<file path="src/rtl/fifo_pkg.sv">
// Shared sizing helpers for the parametrised FIFO family.
// No per-instance state: every item here depends only on its arguments.
package fifo_pkg;

  typedef int unsigned fifo_dim_t;

  function automatic fifo_dim_t fifo_aw(input fifo_dim_t depth);
    return fifo_dim_t'($clog2(depth));
  endfunction

  // Pointers carry one extra wrap bit above the memory address.
  function automatic fifo_dim_t fifo_pw(input fifo_dim_t depth);
    return fifo_aw(depth) + 1;
  endfunction

endpackage

</file>
<file path="src/rtl/fifo_ptr.sv">
// Wrap-bit FIFO pointer: PW-bit counter with increment and synchronous clear.
// Latency: updates on the clk edge; clear wins over increment.
// Backpressure: none, the caller gates inc with its accept condition.
module fifo_ptr #(
  parameter int PW = 4
) (
  input  logic          clk,
  input  logic          rst_n,
  input  logic          clr,
  input  logic          inc,
  output logic [PW-1:0] ptr
);

  always_ff @(posedge clk or negedge rst_n) begin
    if (!rst_n) begin
      ptr <= '0;
    end else if (clr) begin
      ptr <= '0;
    end else if (inc) begin
      ptr <= ptr + PW'(1);
    end
  end

endmodule

</file>
<file path="src/rtl/sync_fifo_param.sv">
// Single-clock FIFO with count, thresholds, flush and sticky error flags.
// Latency: status 1 cycle after accept; rd_data registered, or combinational with SYNC_FIFO_FWFT_EN.
// Backpressure: writes to full / reads from empty are dropped and latch overflow / underflow.
module sync_fifo_param
  import fifo_pkg::*;
#(
  parameter int WIDTH     = 8,
  parameter int DEPTH     = 8,
  parameter int AF_THRESH = DEPTH - 2,
  parameter int AE_THRESH = 2
) (
  input  logic                     clk,
  input  logic                     rst_n,
  input  logic                     flush,
  input  logic                     wr_en,
  input  logic [WIDTH-1:0]         wr_data,
  input  logic                     rd_en,
  output logic [WIDTH-1:0]         rd_data,
  output logic                     full,
  output logic                     empty,
  output logic                     almost_full,
  output logic                     almost_empty,
  output logic [$clog2(DEPTH):0]   count,
  output logic                     overflow,
  output logic                     underflow
);

  localparam int AW = int'(fifo_aw(DEPTH));
  localparam int PW = int'(fifo_pw(DEPTH));

  localparam logic [PW-1:0] AF_LVL = PW'(AF_THRESH);
  localparam logic [PW-1:0] AE_LVL = PW'(AE_THRESH);

  logic [WIDTH-1:0] mem [DEPTH];
  logic [PW-1:0]    wr_ptr;
  logic [PW-1:0]    rd_ptr;
  logic             wr_acc;
  logic             rd_acc;

  assign empty        = (wr_ptr == rd_ptr);
  assign full         = (wr_ptr[AW] != rd_ptr[AW]) && (wr_ptr[AW-1:0] == rd_ptr[AW-1:0]);
  assign count        = wr_ptr - rd_ptr;
  assign almost_full  = (count >= AF_LVL);
  assign almost_empty = (count <= AE_LVL);

  // A read frees a slot in the same cycle, so a full FIFO still takes a concurrent write.
  assign rd_acc = rd_en && !empty;
  assign wr_acc = wr_en && (!full || rd_acc);

  fifo_ptr #(.PW(PW)) u_wr_ptr (
    .clk   (clk),
    .rst_n (rst_n),
    .clr   (flush),
    .inc   (wr_acc),
    .ptr   (wr_ptr)
  );

  fifo_ptr #(.PW(PW)) u_rd_ptr (
    .clk   (clk),
    .rst_n (rst_n),
    .clr   (flush),
    .inc   (rd_acc),
    .ptr   (rd_ptr)
  );

  always_ff @(posedge clk) begin
    if (wr_acc && !flush) begin
      mem[wr_ptr[AW-1:0]] <= wr_data;
    end
  end

  always_ff @(posedge clk or negedge rst_n) begin
    if (!rst_n) begin
      overflow  <= 1'b0;
      underflow <= 1'b0;
    end else if (flush) begin
      overflow  <= 1'b0;
      underflow <= 1'b0;
    end else begin
      if (wr_en && !wr_acc) overflow  <= 1'b1;
      if (rd_en && !rd_acc) underflow <= 1'b1;
    end
  end

`ifdef SYNC_FIFO_FWFT_EN
  // Head word is always on the output; a read just advances to the next one.
  assign rd_data = mem[rd_ptr[AW-1:0]];
`else
  always_ff @(posedge clk or negedge rst_n) begin
    if (!rst_n) begin
      rd_data <= '0;
    end else if (rd_acc && !flush) begin
      rd_data <= mem[rd_ptr[AW-1:0]];
    end
  end
`endif

endmodule

</file>
<file path="config.mk">
export PLATFORM = sky130hd
export DESIGN_NAME = sync_fifo_param
export DESIGN_NICKNAME = d
export VERILOG_FILES = /design/src/rtl/fifo_pkg.sv /design/src/rtl/fifo_ptr.sv /design/src/rtl/sync_fifo_param.sv
export SDC_FILE = /design/constraint.sdc
export NUM_CORES = 1
export LEC_CHECK = 0
export ABC_AREA = 1
export CAP_MARGIN = 20
export CORE_ASPECT_RATIO = 2
export CORE_MARGIN = 2
export CORE_UTILIZATION = 40
export CTS_CLUSTER_SIZE = 16
export DETAILED_ROUTE_END_ITERATION = 8
export GPL_ROUTABILITY_DRIVEN = 0
export GPL_TIMING_DRIVEN = 0
export PLACE_DENSITY = 0.65
export SYNTH_ARGS = -nofsm -noshare
export SYNTH_HDL_FRONTEND = slang
export SYNTH_HIERARCHICAL = 1
export SYNTH_SLANG_ARGS = --single-unit
</file>
<file path="constraint.sdc">
create_clock -name clk -period 2.4 [get_ports clk]
set_input_delay 0.24 -clock clk [delete_from_list [all_inputs] [get_ports clk]]
set_output_delay 0.24 -clock clk [all_outputs]
set_load 0.05 [all_outputs]
</file>
; ---- Word-level counts from Yosys, hierarchy flattened
; Memory sizes are Yosys's and may differ from the RTL's. A register that Yosys moved wholly into a read port is not among the register bits.
; Index checks and enable logic that the tools add are counted.
[classes]
addsub = 3
magnitude_cmp = 2
eq_ne = 3
muxes = 10
n_reduce_logical = 18
[op_table]
columns = op, count
row1 = $mux W4, 4
row2 = $add A4 B1 Y4 const B, 2
row3 = $reduce_bool A2 Y1, 4
row4 = $logic_and A1 B1 Y1, 7
row5 = $logic_not A1 Y1, 6
row6 = $mux W1, 6
row7 = $eq A4 B4 Y1, 1
row8 = $ge A4 B3 Y1 const B, 1
row9 = $le A4 B2 Y1 const B, 1
row10 = $sub A4 B4 Y4, 1
row11 = $eq A3 B3 Y1, 1
row12 = $logic_or A1 B1 Y1, 1
row13 = $ne A1 B1 Y1, 1
[word_totals]
register_bits = 10
ram_bits = 64
inputBits = 13
output_inout_bits = 18
elab_cells = 41
n_memories = 1
[mem_list]
columns = memory, words, width, rd, rd_clocked_by_memory_dff, write_ports, line_no
row1 = mem, 8, 8, 1, 1, 1, sync_fifo_param.sv:34  ; logic [WIDTH-1:0] mem [DEPTH];

; ---- Longest topological paths before layout
; Gate-level depths: netlist of the first run.
[depth]
ltp_word = 9
mapped_depth = 16
ltp_nobuf = 14

; ---- Modules after synthesis
; The synthesis of the first run kept the hierarchy.
[by_module_without_submodules]
columns = mod, n_inst, cells_each, area_each_um2, seq_area_each_um2
row1 = sync_fifo_param, 1, 335, 3373.2, 2172.1
row2 = fifo_ptr, 2, 24, 201.4, 100.1

; ---- Least setup slack after synthesis of the first run
; OpenSTA, ideal clock, no wires.
[synth_timing]
path_type = reg2out
startpoint = register u_rd_ptr.ptr[2]
endpoint = output port almost_empty
arrival_time_ns = 2.618
setup_slack_ns = -0.458
path_stages_with_launch = 8
path_cell_list = dfrtp_1 -> buf_2 -> clkinv_1 -> ha_1 -> nand2_2 -> o21ai_2 -> xor2_1 -> nor2_1
[synth_between]
elab_chain_len = 2
[synth_rtl]
columns = item, line_no
row1 = "start, declared", fifo_ptr.sv:11  ; output logic [PW-1:0] ptr
row2 = "start signal, assigned", fifo_ptr.sv:20  ; ptr <= ptr + PW'(1);
row3 = $sub A4 B4 Y4, sync_fifo_param.sv:42  ; assign count = wr_ptr - rd_ptr;
row4 = net count[3], sync_fifo_param.sv:23  ; output logic [$clog2(DEPTH):0] count,
row5 = $le A4 B2 Y1, sync_fifo_param.sv:44  ; assign almost_empty = (count <= AE_LVL);
row6 = "end, declared", sync_fifo_param.sv:22  ; output logic almost_empty,
; The timed path passes the listed nets, and every way through them passes these cells.

; ---- Worst setup path after layout of the first run
[layout_timing]
startpoint = register u_wr_ptr.ptr[0]
endpoint = output port count[1]
[layout_between]
elab_chain_len = 1
[layout_rtl]
columns = item, line_no
row1 = "start, declared", fifo_ptr.sv:11
row2 = "start signal, assigned", fifo_ptr.sv:20
row3 = $sub A4 B4 Y4, sync_fifo_param.sv:42
row4 = "end, declared", sync_fifo_param.sv:23
; No other way between the ends.

==> results of run 1 <==
-- where the power goes --
group          internal (mW)  total (mW)  switching (mW)
Clock                  0.685        1.17           0.486
Sequential              1.68        1.77          0.0919
Combinational          0.811        2.49            1.68
Total                   3.18        5.44            2.26
-- metal layers --
metal / global-route usage (%) / vias to the layer above / wire (microns)
li1: - / 1347 / -
met1: 18.2 / 1275 / 3070
met2: 34.9 / 81 / 4810
met3: 3.13 / 27 / 347
met4: 12.0 / 0 / 474
met5: 0 / - / 0
-- flip-flops by register name, summed over array words and instances (netlist names) --
name and flops:
mem 64, overflow 1, rd_data 8, u_rd_ptr/ptr 4, u_wr_ptr/ptr 4, underflow 1
-- area by class of cell --
| class | instances | area share (%) |
|---|---|---|
| Sequential cell | 82 | 49.9 |
| Clock buffer | 11 | 4.89 |
| Buffer | 10 | 1.68 |
| Tap cell | 104 | 2.74 |
| Clock inverter | 4 | 0.421 |
| Multi-Input combinational cell | 233 | 25.7 |
| Timing Repair Buffer | 49 | 9.81 |
| Inverter | 57 | 4.76 |
-- cell usage after synthesis (all sizes together) --
library cell	n
o21a	1
nand2	135
nor2	24
buf	11
nand3	54
xor2	3
a21oi	8
o21ai	2
dfrtp	18
ha	5
fa	1
inv	56
clkinv	1
edfxtp	64
-- cell families after synthesis --
group	after synthesis
buffers and inverters	68
AND/OR/NAND/NOR	213
flip-flops	82
XOR/XNOR	3
AO/OA/AOI/OAI	11
adder cells (fa/ha/maj)	6
-- final timing paths --
path                       slack [ns]       startpoint         endpoint
setup / recovery                 0.12  u_wr_ptr/ptr[0]         count[1]
setup reg to reg                 0.20  u_rd_ptr/ptr[1]        mem[2][1]
hold / removal                   0.25            rst_n       rd_data[0]
min in group clk                 0.48       rd_data[2]       rd_data[2]
max in group asynchronous        1.66            rst_n  u_rd_ptr/ptr[1]
hold reg to reg                  0.48       rd_data[2]       rd_data[2]
-- metrics by stage --
stage	cells	TNS (ns)	setup WS (ns)	util (%)	power [mW]
floorplan	383	-1.14	-0.0180	-	3.46
global placement	517	-43.31	-0.733	45.7	4.14
detailed placement	517	-48.01	-0.809	45.7	4.18
CTS	549	0	0.00708	51.1	5.45
global route	550	0	0.00233	51.4	5.74
finish	550	0	0.118	51.4	5.44
-- what timing repair did --
item | CTS | global route
resized for setup | 60 | 5
buffers inserted | 17 | 1
pin swaps | 10 | 3
endpoints found under the setup margin | 77 | 41
==> results.cfg, run 1 <==
[status]
status = finished clean

[cts]
cts_max_path_buffers = 2
htree_levels = 3
clkTransAtPathRegs_ns = 0.06
cts_buffers = 9
cts_tree = yes
postCtsHoldBufs = 0
clockRootBuffer = clkbuf_16
insertion_delay_ns = 0.33
clkSinkCount = 82

[synthesis]
syn-num-nets = 402
yosys.cell_types.count = 24
netlist_area_sq_mm = 0.00378
yosys.area_share.adder_pct = 2.19
yosysTopAreaCellShare_pct = 50.9
syn-instance-count = 383
synthXorXnorAreaFrac_pct = 0.696
synthSimpleGateAreaFrac_pct = 24.9
synth_top_area_cell = edfxtp_1
ys_ff_latch = 82
synth_top_family_by_area = simple AND/OR/NAND/NOR gates
synthMuxAreaShare_pct = 0
ys_seq_area_share_pct = 62.8
yosys_warnings = 6
syn_area_per_cell_sq_um = 9.86
synth-compound-area-share_pct = 1.62
synth_area_leaders = edfxtp_1 51%, nand2_1 13%, dfrtp_1 12%

[pwr]
p_leak_nw = 2.09
worst_ir_drop_vdd_mv = 1.17
powerDensity_mw_per_mm2 = 1140

[critical_path]
r2r_cells = 11
critPathTopFamily = adder cells
max_stage_delay_ns = 0.44
path_cells = inv_1 > ha_2 > fa_1 > inv_1 > clkdlybuf4s15_2
crit_required_ns = 2.16
startpoint_type = flip-flop
cp-end-kind = output port
worst-setup-path-type = reg2out
slowest_stage = fa_1
cp.arrival_ns = 2.04
cp_num_buf_inv = 3
worst_path_most_repeated_cell = inv_1
cp.depth = 5
path_max_fanout = 5

[detailed_routing]
viasPerCell = 4.96
drt_iter0_markers = 142
drtPass1Iterations = 7
drtAntennaViolNets = 0
vias = 2730
drc = 0
routed_wl_microns = 8700
routedWlPerCell_microns = 15.8

[global_routing]
grt_pass1_wl_microns = 13900
grt.overflow.total = 0
grt_pass1_vias = 2828
grt_max_degree = 19
track_usage_pct = 18.7
antenna_found_initial = 0

[min_path]
hold_path.class = in2async

[sta]
skew_ns = 0.0100
slew-limit-headroom_pct = 65.8
max_freq_mhz = 438
holdWs_ns = 0.249
grt_setup_unrepaired = false
min_period_ns = 2.28
tightestPinTransition_ns = 0.511
setup_viol = 0
hold_viol = 0
fin_crit_sh_pct = 95.1
finalMaxSlewViolations = 0

[finish]
layout_commonest_cell = nand2_1
final_cell_mix = 129 x nand2_1, 64 x edfxtp_1, 53 x nand3_1, 52 x inv_1, 22 x clkdlybuf4s50_1
nets = 461
num-fill-cells = 831
n_antenna_cell = 0
regArea_sq_mm = 0.00238
stdcell_area_sq_mm = 0.00476
drive_gt1_share_pct = 18.6
multiInputGateArea_sq_mm = 0.00122
syn_to_final_growth_pct = 26.0

[floorplan]
die_area_sq_mm = 0.0103
die_h_microns = 141
chipWidth_microns = 72.7
core.rowCount = 50
core_area_sq_mm = 0.00926
io_pins = 31
start_util_pct = 40.8

[placement]
hpwl_microns = 6040
place_area_sq_mm = 0.00423
port_buffers = 30

[job]
maxCapViolations = 0
No activity file was read; power rests on OpenSTA's default activity.
==> inputs of run 2 (changes only) <==
--- a/config.mk
+++ b/config.mk
@@ -14,7 +14,8 @@
 export DETAILED_ROUTE_END_ITERATION = 8
 export GPL_ROUTABILITY_DRIVEN = 0
 export GPL_TIMING_DRIVEN = 0
-export PLACE_DENSITY = 0.65
+export HOLD_SLACK_MARGIN = 0.02
+export PLACE_DENSITY = 0.63
 export SYNTH_ARGS = -nofsm -noshare
 export SYNTH_HDL_FRONTEND = slang
 export SYNTH_HIERARCHICAL = 1
==> constraint.sdc (replaced) <==
create_clock -name clk -period 2.3 [get_ports clk]
set_input_delay 0.23 -clock clk [delete_from_list [all_inputs] [get_ports clk]]
set_output_delay 0.23 -clock clk [all_outputs]
set_load 0.05 [all_outputs]
==> run 2 against run 1 <==
  * Setup slack lost 0.047 ns
  * Global-route usage is 0.28 points higher
  * Critical path type unchanged
  * Largest power group unchanged
  * Sequential power increased by 4%
  * Final cell count rose by 1.1%
==> results.cfg, run 2 (synthesis results as in run 1) <==
[sta]
setup_viol = 0
holdWs_ns = 0.408
skew_ns = 0.00688
finalSetupTns_ns = 0
finalMaxSlewViolations = 0
min_period_ns = 2.23
max_freq_mhz = 449
fin_crit_sh_pct = 96.9
tightestPinTransition_ns = 0.910
hold_viol = 0
slew-limit-headroom_pct = 39.1
grt_setup_unrepaired = false

[critical_path]
worst-setup-path-type = reg2out
cp.arrival_ns = 2.00
path_max_fanout = 8
reg2reg_from = u_rd_ptr/ptr[1]
r2r-end = mem[5][0]
crit_path_start = u_rd_ptr/ptr[1]
startpoint_type = flip-flop
r2r_slack_ns = 0.12
cp-end-kind = output port
crit_required_ns = 2.07
r2r_cells = 12

[cts]
cts_buffers = 9
postCtsHoldBufs = 0
insertion_delay_ns = 0.34
cts_max_path_buffers = 2
htree_levels = 3
clkTransAtPathRegs_ns = 0.06
cts_tree = yes
clkSinkCount = 82
clockRootBuffer = clkbuf_16

[global_routing]
grt_max_degree = 19
antenna_found_initial = 0
grt.overflow.total = 0
track_usage_pct = 19.0
grt_pass1_vias = 2710
grt_pass1_wl_microns = 13900

[floorplan]
core_area_sq_mm = 0.00926
die_area_sq_mm = 0.0103
start_util_pct = 40.8
io_pins = 31
core.rowCount = 50
die_h_microns = 141
chipWidth_microns = 72.7

[status]
status = finished clean

[detailed_routing]
routedWlPerCell_microns = 16.1
drtPass1Iterations = 4
viasPerCell = 4.99
vias = 2776
routed_wl_microns = 8930
drc = 0
drt_iter0_markers = 201
drtAntennaViolNets = 0

[finish]
n_antenna_cell = 0
layout_commonest_cell = nand2_1
final_cell_mix = 128 x nand2_1, 64 x edfxtp_1, 53 x nand3_1, 51 x inv_1
drive_gt1_share_pct = 20.8
stdcell_area_sq_mm = 0.00487
nets = 466
syn_to_final_growth_pct = 28.9
multiInputGateArea_sq_mm = 0.00123
num-fill-cells = 841
fin_util_pct = 52.6
regArea_sq_mm = 0.00238
fin_cells = 556
largest_reg_flops = 64

[placement]
hpwl_microns = 5890
port_buffers = 30
dpl.cell_count = 517
place_area_sq_mm = 0.00422

[job]
maxCapViolations = 0

[pwr]
p_leak_nw = 2.15
worst_ir_drop_vdd_mv = 1.46
powerDensity_mw_per_mm2 = 1230

[min_path]
hold_path.class = in2async
==> run 2: cell types whose count changed in the layout (fill, tap and decap cells not counted), moves of 2 or more <==
cell,delta
buf_2,+4
clkbuf_8,+4
clkdlybuf4s15_2,-4
buf_4,+2
buf_8,+2
==> run 2: per-layer routing <==
metal / vias up / track usage, % / share of wire, %
li1: 1364 / - / -
met1: 1304 / 19.1 / 35
met2: 87 / 35.9 / 57
met3: 21 / 3.62 / 4.1
met4: 0 / 9.26 / 3.6
met5: - / 0 / 0
==> run 2: per-stage QoR <==
| stage | power, mW | setup WS [ns] |
|---|---|---|
| 2_1_floorplan | 3.60 | -0.114 |
| 3_3_place_gp | 4.30 | -0.809 |
| 5_1_grt | 6.27 | 0.0157 |
| 6_report | 5.97 | 0.0712 |
| 3_5_place_dp | 4.33 | -0.898 |
| 4_1_cts | 5.92 | 0.00637 |
==> run 2: timing repair <==
action / 4_1_cts / 5_1_grt
endpoints found under the setup margin: 87 / 70
cloned: 0 / 0
setup buffers: 18 / 5
pin swaps: 10 / 7
gates resized for setup: 68 / 14
==> run 2: worst max path at each step <==
stage | end | slack [ns] | cells past startpoint
after floorplan | mem[0][0] | -0.11 | 9
after global placement | mem[6][5] | -0.81 | 10
after detailed placement | mem[7][5] | -0.90 | 10
after CTS | almost_empty | 0.006 | 7
after global routing | almost_empty | 0.02 | 6
final | almost_full | 0.07 | 9
==> run 2: where the power goes <==
| part | total [mW] | switching (mW) | internal (mW) |
|---|---|---|---|
| clock | 1.48 | 0.522 | 0.955 |
| combinational | 2.65 | 1.78 | 0.869 |
| sequential | 1.84 | 0.0908 | 1.75 |
| total | 5.97 | 2.39 | 3.58 |
==> run 2: final cells by class <==
| class | count | share of cell area, % |
|---|---|---|
| Sequential cell | 82 | 48.8 |
| Multi-Input combinational cell | 233 | 25.2 |
| Timing Repair Buffer | 53 | 10.0 |
| Clock buffer | 14 | 5.84 |
| Inverter | 57 | 4.76 |
| Tap cell | 104 | 2.67 |
| Buffer | 11 | 1.95 |
| Clock inverter | 2 | 0.694 |
==> run 2: worst max-delay path: stages, from the launching register on <==
cell     delay (ns)
dfrtp_2        0.38
buf_6          0.12
inv_6          0.05
buf_8          0.12
ha_4           0.25
nand2_2        0.09
o21ai_4        0.20
xor2_1         0.20
nand2_2        0.09
buf_8          0.15
==> inputs of run 3 (changes only) <==
--- a/config.mk
+++ b/config.mk
@@ -12,10 +12,11 @@
 export CORE_UTILIZATION = 40
 export CTS_CLUSTER_SIZE = 16
 export DETAILED_ROUTE_END_ITERATION = 8
-export GPL_ROUTABILITY_DRIVEN = 0
 export GPL_TIMING_DRIVEN = 0
 export HOLD_SLACK_MARGIN = 0.02
+export MAX_ROUTING_LAYER = met4
 export PLACE_DENSITY = 0.63
+export SLEW_MARGIN = 15
 export SYNTH_ARGS = -nofsm -noshare
 export SYNTH_HDL_FRONTEND = slang
 export SYNTH_HIERARCHICAL = 1
==> run 3 against run 2 <==
  * Largest power group unchanged
  * Register-to-register slack about the same
  * Global-route usage grew 0.54 points
  * Fmax is 0.25% higher
  * Core utilization did not move
  * First-iteration DRC count fell by 16%
  * Highest routed layer unchanged
  * Setup slack better by 0.0057 ns
  * Combinational power is essentially flat
  * Routed wire length shrank 0.97%
  * Die area stayed put
  * Flip-flop and latch count stayed put
  * Clock power is essentially flat
  * Largest cell class unchanged
  * Via count decreased by 0.76%
==> results.cfg, run 3 (synthesis results as in run 1) <==
[detailed_routing]
drtPass1Iterations = 5
routedWlPerCell_microns = 15.9
routed_wl_microns = 8850
drtAntennaViolNets = 0
vias = 2755
viasPerCell = 4.96
drc = 0
drt_iter0_markers = 168

[min_path]
hold_path.class = in2async

[critical_path]
max_stage_delay_ns = 0.38
reg2reg_from = u_rd_ptr/ptr[1]
startpoint_type = flip-flop
slowest_stage = dfrtp_2
r2r_cells = 12
cp.arrival_ns = 1.99
cp-end-kind = output port
crit_required_ns = 2.07
r2r_slack_ns = 0.12
worst-setup-path-type = reg2out
path_cells = buf_6 > inv_6 > buf_8 > ha_4 > nand2_2 > o21ai_4 > xor2_1 > nand2_2 > buf_8
r2r-end = mem[5][0]
path_max_fanout = 8

[pwr]
seqPwrFrac_pct = 30.9
swShare_pct = 40.0
netSwitchingPower_mw = 2.38
p_comb_share_pct = 44.3
p_int_mw = 3.58
pwr-share-clk_pct = 24.8
p_leak_nw = 2.15
worst_ir_drop_vdd_mv = 1.46
powerDensity_mw_per_mm2 = 1220

[floorplan]
die_area_sq_mm = 0.0103
core_area_sq_mm = 0.00926
io_pins = 31
die_h_microns = 141
chipWidth_microns = 72.7
core.rowCount = 50
start_util_pct = 40.8

[sta]
fin_crit_sh_pct = 96.7
slew-limit-headroom_pct = 39.1
finalMaxSlewViolations = 0
tightestPinTransition_ns = 0.911
hold_viol = 0
max_freq_mhz = 450
finalSetupTns_ns = 0
skew_ns = 0.00614
min_period_ns = 2.22
setup_viol = 0
grt_setup_unrepaired = false

[finish]
fin_cells = 556
syn_to_final_growth_pct = 28.9
final_cell_mix = 128 x nand2_1, 64 x edfxtp_1, 53 x nand3_1, 51 x inv_1
drive_gt1_share_pct = 20.8
num-fill-cells = 841
n_antenna_cell = 0
stdcell_area_sq_mm = 0.00487
nets = 466
layout_commonest_cell = nand2_1
largest_reg_flops = 64
regArea_sq_mm = 0.00238
multiInputGateArea_sq_mm = 0.00123

[global_routing]
met3_usage_pct = 3.55
grt.overflow.total = 0
grt_pass1_vias = 2710
grt_use_met1_pct = 19.1
antenna_found_initial = 0
grt_use_met2_pct = 35.9
busiest_layer = met2
grt_pass1_wl_microns = 13900
grt_max_degree = 19
track_usage_pct = 19.6

[cts]
cts_max_path_buffers = 2
clkSinkCount = 82
postCtsHoldBufs = 0
cts_tree = yes
htree_levels = 3
insertion_delay_ns = 0.34
clockRootBuffer = clkbuf_16
cts_buffers = 9
clkTransAtPathRegs_ns = 0.06

[placement]
port_buffers = 30
hpwl_microns = 5890
place.gp.congestion = 0.768
dpl.cell_count = 517
place_area_sq_mm = 0.00422

[status]
status = finished clean

[job]
maxCapViolations = 0
[run 3: how the worst max path moves through the flow]
stage,startpoint,endpoint,slack (ns),depth (start not counted)
after floorplan,u_wr_ptr/ptr[0],mem[0][0],-0.11,9
after global placement,u_rd_ptr/ptr[2],mem[6][5],-0.81,10
after detailed placement,u_rd_ptr/ptr[2],mem[7][5],-0.90,10
after CTS,u_wr_ptr/ptr[0],almost_empty,0.006,7
after global routing,u_rd_ptr/ptr[0],almost_empty,0.01,6
final,u_rd_ptr/ptr[1],almost_full,0.08,9
[run 3: critical path, delay by kind of cell (launching register included)]
kind            cells  cell delay [ns]
simple gates        2             0.17
flops               1             0.38
compound gates      1             0.20
buf+inv             4             0.44
xor+xnor            1             0.20
fa+ha+maj           1             0.25
[run 3: area by class of cell]
class | count | area share (%)
tap | 104 | 2.67
clock inverter | 2 | 0.694
inverter | 57 | 4.76
timing repair buffer | 53 | 10.0
buffer | 11 | 1.95
multi-input combinational | 233 | 25.2
clock buffer | 14 | 5.84
sequential | 82 | 48.8
[run 3: per-layer routing]
layer / vias to the layer above / wire length [microns]
met5: - / 0
met4: 0 / 279
met3: 16 / 361
met2: 89 / 5120
met1: 1286 / 3080
li1: 1364 / -
[run 3: metrics by stage]
stage / hold WS (ns) / power (mW) / utilization (%) / setup WS (ns)
2_1_floorplan: -0.0656 / 3.60 / - / -0.114
3_3_place_gp: 0.462 / 4.30 / 45.6 / -0.809
3_5_place_dp: 0.467 / 4.33 / 45.6 / -0.898
4_1_cts: 0.451 / 5.92 / 51.9 / 0.00637
5_1_grt: 0.491 / 6.27 / 52.6 / 0.0145
6_report: 0.408 / 5.96 / 52.6 / 0.0769
[run 3: repair_timing]
action / in CTS / in global routing
pin swaps: 10 / 7
setup buffers: 18 / 5
resized for setup: 68 / 14
endpoints found under the setup margin: 87 / 70
[run 3: power groups by stage]
stage	Sequential (mW)	Clock [mW]	Combinational (mW)
2_1_floorplan	2.10	0	1.50
3_3_place_gp	1.88	0	2.43
3_5_place_dp	1.88	0	2.45
4_1_cts	1.84	1.49	2.59
5_1_grt	1.86	1.56	2.85
6_report	1.84	1.48	2.64
